===== src/rtl/instruction_fetch_stage_pkg.sv =====
// ============================================================================
// Module : instruction_fetch_stage_pkg
// Purpose: Shared definitions for the instruction fetch stage: FSM state
//          encodings, default reset PC and bubble encoding, and the
//          branch/jump redirect-target helper.
// Ports  : none (package)
// Rev    : 1.0  initial release
// ============================================================================
`default_nettype none

package instruction_fetch_stage_pkg;

  typedef logic [1:0] fetch_state_t;

  localparam fetch_state_t S_RESET = 2'd0;
  localparam fetch_state_t S_REQ   = 2'd1;
  localparam fetch_state_t S_HOLD  = 2'd2;
  localparam fetch_state_t S_DRAIN = 2'd3;

  localparam logic [31:0] c_reset_pc_default  = 32'h0000_0000;
  localparam logic [31:0] c_nop_instr_default = 32'h0000_0000;  // sll $0,$0,0

  // Branch wins over jump. Jumps stay inside the 256 MB region of the
  // instruction currently in IF/ID. The target is always word aligned.
  function automatic logic [31:0] redirect_target(
    input logic        pcsrc,
    input logic [31:0] branch_target,
    input logic [25:0] jump_index,
    input logic [3:0]  pcplus4_hi
  );
    logic [31:0] t;
    t      = pcsrc ? branch_target : {pcplus4_hi, jump_index, 2'b00};
    t[1:0] = 2'b00;
    return t;
  endfunction

endpackage

`default_nettype wire


===== src/rtl/instruction_fetch_stage_if.sv =====
// ============================================================================
// Module : instruction_fetch_stage_if
// Purpose: Bundles the fetch stage's pipeline control, instruction memory
//          handshake and IF/ID outputs.
// Ports  : stall, pcsrc, branch_target, jump, jump_index   (control in)
//          imem_req, imem_addr / imem_ready, imem_data     (memory)
//          if_id_instruction, if_id_pcplus4, if_id_valid, pc (out)
//          modport master = fetch stage, slave = its environment
// Rev    : 1.0  initial release
// ============================================================================
`default_nettype none

interface instruction_fetch_stage_if;
  logic        stall;
  logic        pcsrc;
  logic [31:0] branch_target;
  logic        jump;
  logic [25:0] jump_index;
  logic        imem_req;
  logic [31:0] imem_addr;
  logic        imem_ready;
  logic [31:0] imem_data;
  logic [31:0] if_id_instruction;
  logic [31:0] if_id_pcplus4;
  logic        if_id_valid;
  logic [31:0] pc;

  modport master (
    input  stall, pcsrc, branch_target, jump, jump_index, imem_ready, imem_data,
    output imem_req, imem_addr, if_id_instruction, if_id_pcplus4, if_id_valid, pc
  );

  modport slave (
    output stall, pcsrc, branch_target, jump, jump_index, imem_ready, imem_data,
    input  imem_req, imem_addr, if_id_instruction, if_id_pcplus4, if_id_valid, pc
  );
endinterface

`default_nettype wire


===== src/rtl/instruction_fetch_stage_skid_buffer.sv =====
// ============================================================================
// Module : fetch_skid_buffer
// Purpose: One-entry data+valid register that parks a memory response that
//          arrived while decode was stalled. clear beats load.
// Ports  : clk, rst_n (async, active low), load, clear, d -> q, valid
// Rev    : 1.0  initial release
// ============================================================================
`default_nettype none

module fetch_skid_buffer #(
  parameter int unsigned WIDTH = 32
) (
  input  logic             clk,
  input  logic             rst_n,
  input  logic             load,
  input  logic             clear,
  input  logic [WIDTH-1:0] d,
  output logic [WIDTH-1:0] q,
  output logic             valid
);

  logic [WIDTH-1:0] r_data;
  logic             r_valid;

  always_ff @(posedge clk or negedge rst_n) begin
    if (!rst_n) begin
      r_data  <= '0;
      r_valid <= 1'b0;
    end else if (clear) begin
      r_valid <= 1'b0;
    end else if (load) begin
      r_data  <= d;
      r_valid <= 1'b1;
    end
  end

  assign q     = r_data;
  assign valid = r_valid;

endmodule

`default_nettype wire


===== src/rtl/instruction_fetch_stage.sv =====
// ============================================================================
// Module : instruction_fetch_stage
// Purpose: Owns the PC and the IF/ID register. Issues ready-handshaked reads
//          to instruction memory, applies branch/jump redirects, parks one
//          response in a skid buffer under decode stall and inserts NOP
//          bubbles when no instruction is available.
// Ports  : clk, rst_n (async, active low), bus (instruction_fetch_stage_if
//          master modport)
// Config : BRANCH_DELAY_SLOT_EN - when defined, a redirect leaves IF/ID
//          untouched (delay slot proceeds); otherwise IF/ID is flushed.
// Rev    : 1.0  initial release
// ============================================================================
`default_nettype none

module instruction_fetch_stage
  import instruction_fetch_stage_pkg::*;
#(
  parameter logic [31:0] RESET_PC  = c_reset_pc_default,
  parameter logic [31:0] NOP_INSTR = c_nop_instr_default
) (
  input  logic                      clk,
  input  logic                      rst_n,
  instruction_fetch_stage_if.master bus
);

  fetch_state_t r_state;
  fetch_state_t w_next_state;
  logic [31:0]  r_pc;
  logic [31:0]  r_drain_addr;
  logic [31:0]  r_if_id_instruction;
  logic [31:0]  r_if_id_pcplus4;
  logic         r_if_id_valid;

  logic         w_redirect;
  logic [31:0]  w_target;
  logic [31:0]  w_pc_plus4;
  logic         w_skid_load;
  logic         w_skid_clear;
  logic [31:0]  w_skid_q;
  logic         w_skid_valid;

  assign w_redirect = bus.pcsrc | bus.jump;
  assign w_target   = redirect_target(bus.pcsrc, bus.branch_target,
                                      bus.jump_index, r_if_id_pcplus4[31:28]);
  assign w_pc_plus4 = r_pc + 32'd4;  // wraps modulo 2^32

  // Park the response only if it is not being thrown away by a redirect.
  assign w_skid_load  = (r_state == S_REQ) && bus.imem_ready && bus.stall && !w_redirect;
  assign w_skid_clear = w_redirect || ((r_state == S_HOLD) && !bus.stall);

  fetch_skid_buffer #(.WIDTH(32)) u_skid (
    .clk   (clk),
    .rst_n (rst_n),
    .load  (w_skid_load),
    .clear (w_skid_clear),
    .d     (bus.imem_data),
    .q     (w_skid_q),
    .valid (w_skid_valid)
  );

  // State register
  always_ff @(posedge clk or negedge rst_n) begin
    if (!rst_n) r_state <= S_RESET;
    else        r_state <= w_next_state;
  end

  // Next-state logic
  always_comb begin
    w_next_state = r_state;
    case (r_state)
      S_RESET: w_next_state = S_REQ;
      S_REQ: begin
        if (w_redirect)
          // An unanswered request must complete before the new PC is issued.
          w_next_state = bus.imem_ready ? S_REQ : S_DRAIN;
        else if (bus.imem_ready && bus.stall)
          w_next_state = S_HOLD;
      end
      S_HOLD:  if (w_redirect || !bus.stall) w_next_state = S_REQ;
      S_DRAIN: if (bus.imem_ready) w_next_state = S_REQ;
      default: w_next_state = S_RESET;
    endcase
  end

  // Outputs: while draining, the address of the abandoned request is held.
  always_comb begin
    bus.imem_req  = (r_state == S_REQ) || (r_state == S_DRAIN);
    bus.imem_addr = (r_state == S_DRAIN) ? r_drain_addr : r_pc;
  end

  // PC and IF/ID register. A bubble keeps PCPlus4 and only clears the word
  // and the valid bit.
  always_ff @(posedge clk or negedge rst_n) begin
    if (!rst_n) begin
      r_pc                <= RESET_PC;
      r_drain_addr        <= RESET_PC;
      r_if_id_instruction <= NOP_INSTR;
      r_if_id_pcplus4     <= 32'd0;
      r_if_id_valid       <= 1'b0;
    end else if (w_redirect) begin
      r_pc <= w_target;
      if ((r_state == S_REQ) && !bus.imem_ready) r_drain_addr <= r_pc;
`ifdef BRANCH_DELAY_SLOT_EN
      // IF/ID holds the delay-slot instruction and is left alone.
`else
      r_if_id_instruction <= NOP_INSTR;
      r_if_id_valid       <= 1'b0;
`endif
    end else begin
      case (r_state)
        S_REQ: begin
          if (bus.imem_ready) begin
            if (!bus.stall) begin
              r_if_id_instruction <= bus.imem_data;
              r_if_id_pcplus4     <= w_pc_plus4;
              r_if_id_valid       <= 1'b1;
              r_pc                <= w_pc_plus4;
            end
          end else if (!bus.stall) begin
            r_if_id_instruction <= NOP_INSTR;
            r_if_id_valid       <= 1'b0;
          end
        end
        S_HOLD: begin
          if (!bus.stall) begin
            r_if_id_instruction <= w_skid_q;
            r_if_id_pcplus4     <= w_pc_plus4;
            r_if_id_valid       <= w_skid_valid;
            r_pc                <= w_pc_plus4;
          end
        end
        S_DRAIN: begin
          if (!bus.stall) begin
            r_if_id_instruction <= NOP_INSTR;
            r_if_id_valid       <= 1'b0;
          end
        end
        default: ;
      endcase
    end
  end

  assign bus.pc                = r_pc;
  assign bus.if_id_instruction = r_if_id_instruction;
  assign bus.if_id_pcplus4     = r_if_id_pcplus4;
  assign bus.if_id_valid       = r_if_id_valid;

endmodule

`default_nettype wire


===== src/flat_wrapper.sv =====
// flat-port wrapper written by rule: the top's interface ports become plain ports
module instruction_fetch_stage_flat import instruction_fetch_stage_pkg::*;
#(
  parameter logic [31:0] RESET_PC  = c_reset_pc_default,
  parameter logic [31:0] NOP_INSTR = c_nop_instr_default
)
  (clk, rst_n, bus_stall, bus_pcsrc, bus_branch_target, bus_jump, bus_jump_index, bus_imem_ready, bus_imem_data, bus_imem_req, bus_imem_addr, bus_if_id_instruction, bus_if_id_pcplus4, bus_if_id_valid, bus_pc);
  instruction_fetch_stage_if bus_i ();
  input  logic clk;
  input  logic rst_n;
  input wire logic [$bits(bus_i.stall)-1:0] bus_stall;
  input wire logic [$bits(bus_i.pcsrc)-1:0] bus_pcsrc;
  input wire logic [$bits(bus_i.branch_target)-1:0] bus_branch_target;
  input wire logic [$bits(bus_i.jump)-1:0] bus_jump;
  input wire logic [$bits(bus_i.jump_index)-1:0] bus_jump_index;
  input wire logic [$bits(bus_i.imem_ready)-1:0] bus_imem_ready;
  input wire logic [$bits(bus_i.imem_data)-1:0] bus_imem_data;
  output wire logic [$bits(bus_i.imem_req)-1:0] bus_imem_req;
  output wire logic [$bits(bus_i.imem_addr)-1:0] bus_imem_addr;
  output wire logic [$bits(bus_i.if_id_instruction)-1:0] bus_if_id_instruction;
  output wire logic [$bits(bus_i.if_id_pcplus4)-1:0] bus_if_id_pcplus4;
  output wire logic [$bits(bus_i.if_id_valid)-1:0] bus_if_id_valid;
  output wire logic [$bits(bus_i.pc)-1:0] bus_pc;
  assign bus_i.stall = bus_stall;
  assign bus_i.pcsrc = bus_pcsrc;
  assign bus_i.branch_target = bus_branch_target;
  assign bus_i.jump = bus_jump;
  assign bus_i.jump_index = bus_jump_index;
  assign bus_i.imem_ready = bus_imem_ready;
  assign bus_i.imem_data = bus_imem_data;
  assign bus_imem_req = bus_i.imem_req;
  assign bus_imem_addr = bus_i.imem_addr;
  assign bus_if_id_instruction = bus_i.if_id_instruction;
  assign bus_if_id_pcplus4 = bus_i.if_id_pcplus4;
  assign bus_if_id_valid = bus_i.if_id_valid;
  assign bus_pc = bus_i.pc;
  instruction_fetch_stage #(.RESET_PC(RESET_PC), .NOP_INSTR(NOP_INSTR)) u_core (.clk(clk), .rst_n(rst_n), .bus(bus_i));
endmodule

===== config.mk =====
export PLATFORM = sky130hd
export DESIGN_NAME = instruction_fetch_stage_flat
export DESIGN_NICKNAME = d
export VERILOG_FILES = /design/src/rtl/instruction_fetch_stage_pkg.sv /design/src/rtl/instruction_fetch_stage_if.sv /design/src/rtl/instruction_fetch_stage_skid_buffer.sv /design/src/rtl/instruction_fetch_stage.sv /design/src/flat_wrapper.sv
export SDC_FILE = /design/constraint.sdc
export NUM_CORES = 1
export LEC_CHECK = 0
export ABC_AREA = 1
export CORE_ASPECT_RATIO = 1.1
export CORE_MARGIN = 3
export CORE_UTILIZATION = 54
export DETAILED_ROUTE_END_ITERATION = 6
export HOLD_SLACK_MARGIN = 0.08
export PLACE_DENSITY_LB_ADDON = 0.25
export SLEW_MARGIN = 30
export SYNTH_ARGS = -nofsm -noshare
export SYNTH_HDL_FRONTEND = slang
export SYNTH_SLANG_ARGS = --single-unit

===== constraint.sdc =====
create_clock -name clk -period 4.7 [get_ports clk]
set_input_delay 0.47 -clock clk [delete_from_list [all_inputs] [get_ports clk]]
set_output_delay 0.47 -clock clk [all_outputs]
set_load 0.01 [all_outputs]

==> run metrics, run 1 <==
status=finished with violations; failing checks=design-rule violations; Synth warnings=0; Yosys reg bits=158; Slew Limit Fails=0; Reg clk slew, reported paths=about 0.06 ns; worst min path class=primary input to async pin; register area=3950 um^2; Synth Area per Inst=approximately 7 um^2; chip width=between 100 and 150 um; critical path, cell by cell=clkdlybuf4s50_1, inv_6, nand2_2, inv_2, nand2_1, buf_4, nand2_1, inv_1, nand2_1, o21ai_0; Worst path max stage delay=0.65 ns; Num Clock Sinks=158; GRT Util Overall=a little over 30%; Die Area=approximately 18,000 um^2; max cap viols=0; critical path peak fanout=28; Via density=approximately 5.6; maximum vdd drop=about 0.28 mV; Setup crit start=bus_pcsrc; Sequential Power Share=about a third; # rows=48; Pwr Total=between 6000 and 7000 uW; Post-synth EDFFs=0; Die H=roughly 140 um; skew final=0.00788 ns; First-pass DRT Iterations=7; critical path capture point type=flop; I/O pin total=226; Initial DRC Count=about 800; synthesized cell area=8960 um^2; P_leak=0.00528 uW; Setup TNS Final=0 ns; Synth-to-Final Area Change=30.9%; pin count of the biggest net entering global routing=95; Max Root-Sink Buffers=2; XOR/XNOR share of the synthesized area=less than 1%; commonest cells in the netlist=nand2_1 (420), nand3_1 (185), dfrtp_1 (158); Final Setup Violations=0; post-synthesis mux area share=0.126%; clk_lat worst skew=~0.43 ns; Inst Count DP=roughly 1,600; Sw Ratio=about 39%; Period minus WS final=around 3.0 ns; multi-input logic area=approximately 4200 um^2; largest family of logic cells by synthesized area=simple AND/OR/NAND/NOR gates; Worst Reg2Reg Path Length in Cells=8; vias in the first global route=8,629; post-layout util=around three quarters; filler cell count=approximately 1,300; Setup crit start kind=primary input; antenna cells=0; Worst Path Required=4.96 ns; Core Area=roughly 16,000 um^2; share of cells above drive strength 1=about 4.2%; Crit path top cell by count=nand2_1; Final GP Congestion=between 0.9 and 1; Post-Synth Adder-Cell Area=less than 1%; final wirelength=27,500 um; gate count of the mapped netlist=~1,300; Fin. Hold Viols=0; count leader, synth=nand2_1; Layout Nets=~1,500; Synth Area in Compound Gates=between 10% and 20%; Worst EP arrival=approximately 3.3 ns; Rel. slew slack=38.0%; IO Port Bufs=217; Clk network pwr share=a little under a quarter; total number of vias=roughly 9,200; worst-margin pin slew=0.928 ns; fmax=approximately 0.33 GHz; critical path type=primary input to flop; worst reg2reg startpoint=u_core.r_state[0]; RSZ-0062 raised after global routing=false; antenna violations before repair=3; crit share post-route=between 60% and 70%; register area share after synthesis=about 44%; Power Density=between 500 and 600 nW/um^2; Starting Density=between 50% and 60%; CTS tree=done; post-cts hold buffer count=0; H-tree depth=4; post_cts resized=0; Int Pwr=roughly 4100 uW; FFs w/ async S/R, synth=100%; Gate power share=between 40% and 50%; Yosys top cell area share=about 44%; count of cell types in the netlist=30; gr ovfl total=0; Finished Layout Cells=1,643; ANT nets after route=0; slowest CP cell=nand2_1; post-synth top area cell=dfrtp_1; hpwl dp=about 18,000 um; Residual DRC=13; Main synth FF type=dfrtp_1; first-pass GRT wire length=~44,000 um; dpl ws=roughly 1.3 ns; Synth area leaders=dfrtp_1 (44%), nand2_1 (18%), nand3_1 (10%), o21ai_0 (8.3%), inv_1 (4.0%); wire per inst=between 15 and 20 um; Psw=about 2600 uW; setup bufs post-CTS=0; Clock Root Buffer=clkbuf_16; number of buffers created by CTS=17; Synth Area in Simple Gates=a little under a third; Setup WS post-layout=approximately 1.7 ns
-- worst max-delay path: cells and delay by family --
| kind | cells | cell delay, ns |
|---|---|---|
| buffers and inverters | 5 | 1.62 |
| and+or+nand+nor | 4 | 1.09 |
| AOI/OAI and AO/OA | 1 | 0.09 |
-- layout by cell type, fill, tap and decap left out, types with 3 or more instances in the layout --
cell | netlist | layout
a31oi_1 | 12 | 12
clkdlybuf4s50_1 | 0 | 215
clkbuf_16 | 0 | 17
o21ai_0 | 148 | 148
ha_1 | 4 | 3
clkinv_4 | 0 | 3
conb_1 | 1 | 6
o22ai_1 | 5 | 5
clkinvlp_4 | 0 | 4
nand4_1 | 4 | 4
dfrtp_1 | 158 | 158
a21oi_1 | 3 | 3
xor2_1 | 7 | 7
nand3_1 | 185 | 183
o211ai_1 | 36 | 36
o21ai_1 | 11 | 11
nor2_1 | 70 | 70
inv_2 | 4 | 4
nand2_1 | 420 | 420
buf_4 | 12 | 12
bufinv_16 | 0 | 4
inv_1 | 96 | 95
-- sequential cells by signal (all words and copies together) (netlist names) --
signal	flops
u_core.bus.if_id_pcplus4	30
u_core.u_skid.valid	1
u_core.bus.if_id_instruction	32
u_core.u_skid.q	32
u_core.r_state	2
u_core.bus.if_id_valid	1
u_core.bus.pc	30
u_core.r_drain_addr	30
-- layer usage --
metal  vias to the layer above  global-route usage [%]  share of wire [%]  routed length, um
met5                         -                       0               0.11                 29
met1                      4267                    39.2                 40              11000
met2                       430                    49.5                 48              13300
met4                         6                    11.3                3.3                894
li1                       4442                       -                  -                  -
met3                        72                    6.71                8.5               2320
-- layout make-up --
type                            instances  share of cell area [%]
Clock inverter                         12                    1.58
Sequential cell                       158                    33.7
Multi-Input combinational cell        922                    36.0
Inverter                              101                    3.28
Tap cell                              200                    2.13
Clock buffer                           20                    3.89
Timing Repair Buffer                  230                    19.4
-- stage by stage --
step	hold slack [ns]	cell area, um^2
2_1_floorplan	0.174	8980
3_3_place_gp	0.458	11100
3_5_place_dp	0.464	11100
4_1_cts	0.158	11700
5_1_grt	0.186	11700
6_report	0.0986	11700
-- logic make-up after synthesis --
logic type,count (synthesis)
AO/OA/AOI/OAI,219
XOR/XNOR,8
adder cells (fa/ha/maj),4
buffers and inverters,187
flip-flops,158
multiplexers,1
other,1
AND/OR/NAND/NOR,684
-- final timing paths --
kind,to,slack [ns]
min reg2reg,u_core.bus.if_id_pcplus4[10],0.48
min in group clk,u_core.bus.if_id_pcplus4[10],0.48
max in group asynchronous,u_core.u_skid.q[21],3.53
min,u_core.bus.if_id_pcplus4[8],0.1
max reg2reg,u_core.bus.if_id_valid,1.74
max,u_core.bus.pc[18],1.66
-- power by group through the flow --
stage | sequential (uW) | combinational [uW] | clock, uW
2_1_floorplan | 2310 | 1440 | 0
3_3_place_gp | 2260 | 2800 | 0
3_5_place_dp | 2280 | 2850 | 0
4_1_cts | 2270 | 2870 | 1520
5_1_grt | 2340 | 3170 | 1570
6_report | 2280 | 2890 | 1500
Note: power is estimated with default switching activity, not from simulation.
==> run 2: changes to the inputs <==
- CORE_UTILIZATION: 54 -> 45
- clock period: 4.7 -> 2.7 ns (I/O delays scaled with it)
==> run 2 against run 1 <==
  * The run now ends clean
  * Utilization fell by 12 points
  * Die area is 19% higher
  * Flip-flop and latch count unchanged
  * Highest routed layer unchanged
==> run metrics, run 2 (synthesis gave the netlist of run 1 again) <==
Die Area=approximately 22,000 um^2; hpwl dp=just under 20,000 um; First-pass DRT Iterations=6; worst min path class=primary input to flop; Fin. Hold Viols=0; Residual DRC=0; Worst Path Required=between 2 and 2.5 ns; Finished Layout Cells=1,706; pin count of the biggest net entering global routing=70; fmax=between 0.3 and 0.4 GHz; maximum vdd drop=between 0.6 and 0.7 mV; antenna violations before repair=2; Synth-to-Final Area Change=33.0%; Setup WS post-layout=approximately 0.17 ns; critical path peak fanout=28; Via density=about 5.4; Slew Limit Fails=0; Power Density=between 900 and 1000 nW/um^2; RSZ-0062 raised after global routing=false; ANT nets after route=0; Initial DRC Count=slightly above 900; Worst EP arrival=~2.3 ns; Die H=about 150 um; commonest non-fill, non-tap cell in the layout=nand2_1; max cap viols=0; vias in the first global route=8,678; Core Area=~19,000 um^2; Setup TNS Final=0 ns; met3 usage=under 10%; critical path type=flop to primary output; GRT Util Overall=25.6%; I/O pin total=about 230; status=finished, final reports clean; Rel. slew slack=38.5%; Final Setup Violations=0; met1 GRT Util=between 30% and 40%; Top Usage Layer GRT=met2; Starting Density=46.3%; dpl ws=0.158 ns; post_cts resized=0; critical path capture point type=primary output; Final GP Congestion=0.907; skew final=roughly 0.014 ns; clk_lat worst skew=0.43 ns; P_leak=0.00535 uW; H-tree depth=4; total number of vias=between 9,000 and 10,000; chip width=141 um; Reg clk slew, reported paths=approximately 0.070 ns; final wirelength=28,300 um; gr ovfl total=0; GR Layer Usage met2=~42%; most frequent cells in the layout=nand2_1 (420), clkdlybuf4s50_1 (215), nand3_1 (183), dfrtp_1 (158), o21ai_0 (148); filler cell count=roughly 1,700; Setup crit start kind=flop; Layout Nets=about 1,500; wire per inst=16.6 um; Num Clock Sinks=roughly 160; share of cells above drive strength 1=under 10%; worst-margin pin slew=0.922 ns; Inst Count DP=between 1,500 and 2,000; crit share post-route=between 90% and 100%; Clock Root Buffer=clkbuf_16; Max Root-Sink Buffers=2; first-pass GRT wire length=~45,000 um; CTS tree=done; number of buffers created by CTS=17; Period minus WS final=between 2 and 3 ns; IO Port Bufs=roughly 220; # rows=between 50 and 60
-- run 2: final cells by class --
cell class | count | area (um^2) | area share [%]
multi-input cells | 923 | 4230 | 35.5
flip-flops and latches | 158 | 3950 | 33.2
repair buffers | 245 | 2450 | 20.6
clock buffers | 22 | 454 | 3.81
inverters | 101 | 384 | 3.22
well taps | 247 | 309 | 2.59
clock inverters | 9 | 136 | 1.14
diodes | 1 | 2.50 | 0.0210
-- run 2: report_power, final --
part	leakage [uW]	internal [uW]	switching [uW]	total, uW
sequential	0.00198	3250	704	3950
combinational	0.00310	2400	2810	5200
clock	0.000269	1480	988	2460
total	0.00535	7130	4500	11600
-- run 2: path summary, 6_finish.rpt --
path	from	endpoint	slack [ns]	cells past startpoint
max in group asynchronous	rst_n	u_core.bus.if_id_pcplus4[29]	1.43	3
min in group asynchronous	rst_n	u_core.r_drain_addr[10]	0.43	2
min reg2reg	u_core.bus.if_id_pcplus4[8]	u_core.bus.if_id_pcplus4[8]	0.47	2
min	bus_stall	u_core.bus.if_id_instruction[30]	0.37	5
max	u_core.r_state[0]	bus_imem_addr[4]	0.17	5
max reg2reg	u_core.r_state[0]	u_core.bus.if_id_pcplus4[24]	0.24	8
-- run 2: per-layer routing --
layer	up-vias	routed length, um	share of wire [%]
met3	55	2170	7.7
met5	-	20	0.071
met2	389	13300	47
met4	2	967	3.4
li1	4479	-	-
met1	4262	11800	42
-- run 2: per-stage QoR --
| stage | utilization [%] | power (uW) | hold slack, ns | instance area (um^2) |
|---|---|---|---|---|
| 2_1_floorplan | - | 6530 | -0.0256 | 8980 |
| 3_3_place_gp | 58.3 | 8950 | 0.343 | 11300 |
| 3_5_place_dp | 58.3 | 9070 | 0.345 | 11300 |
| 4_1_cts | 61.5 | 11600 | 0.367 | 11900 |
| 5_1_grt | 61.6 | 12400 | 0.420 | 11900 |
| 6_report | 61.6 | 11600 | 0.374 | 11900 |
-- run 2: timing repair --
| item | in CTS | in global routing |
|---|---|---|
| cloned | 0 | 1 |
| endpoints found under the setup margin | 7 | 29 |
| setup buffers | 1 | 0 |
| pin swaps | 1 | 1 |
| hold buffers | 1 | 0 |
| endpoints found under the hold margin | 65 | 0 |
-- run 2: critical path, stage by stage, from the launching register on --
cell and delay [ns]:
dfrtp_1 0.43, ha_4 0.41, buf_4 0.27, nand2_1 0.06
o21ai_0 0.07, clkdlybuf4s50_1 0.58
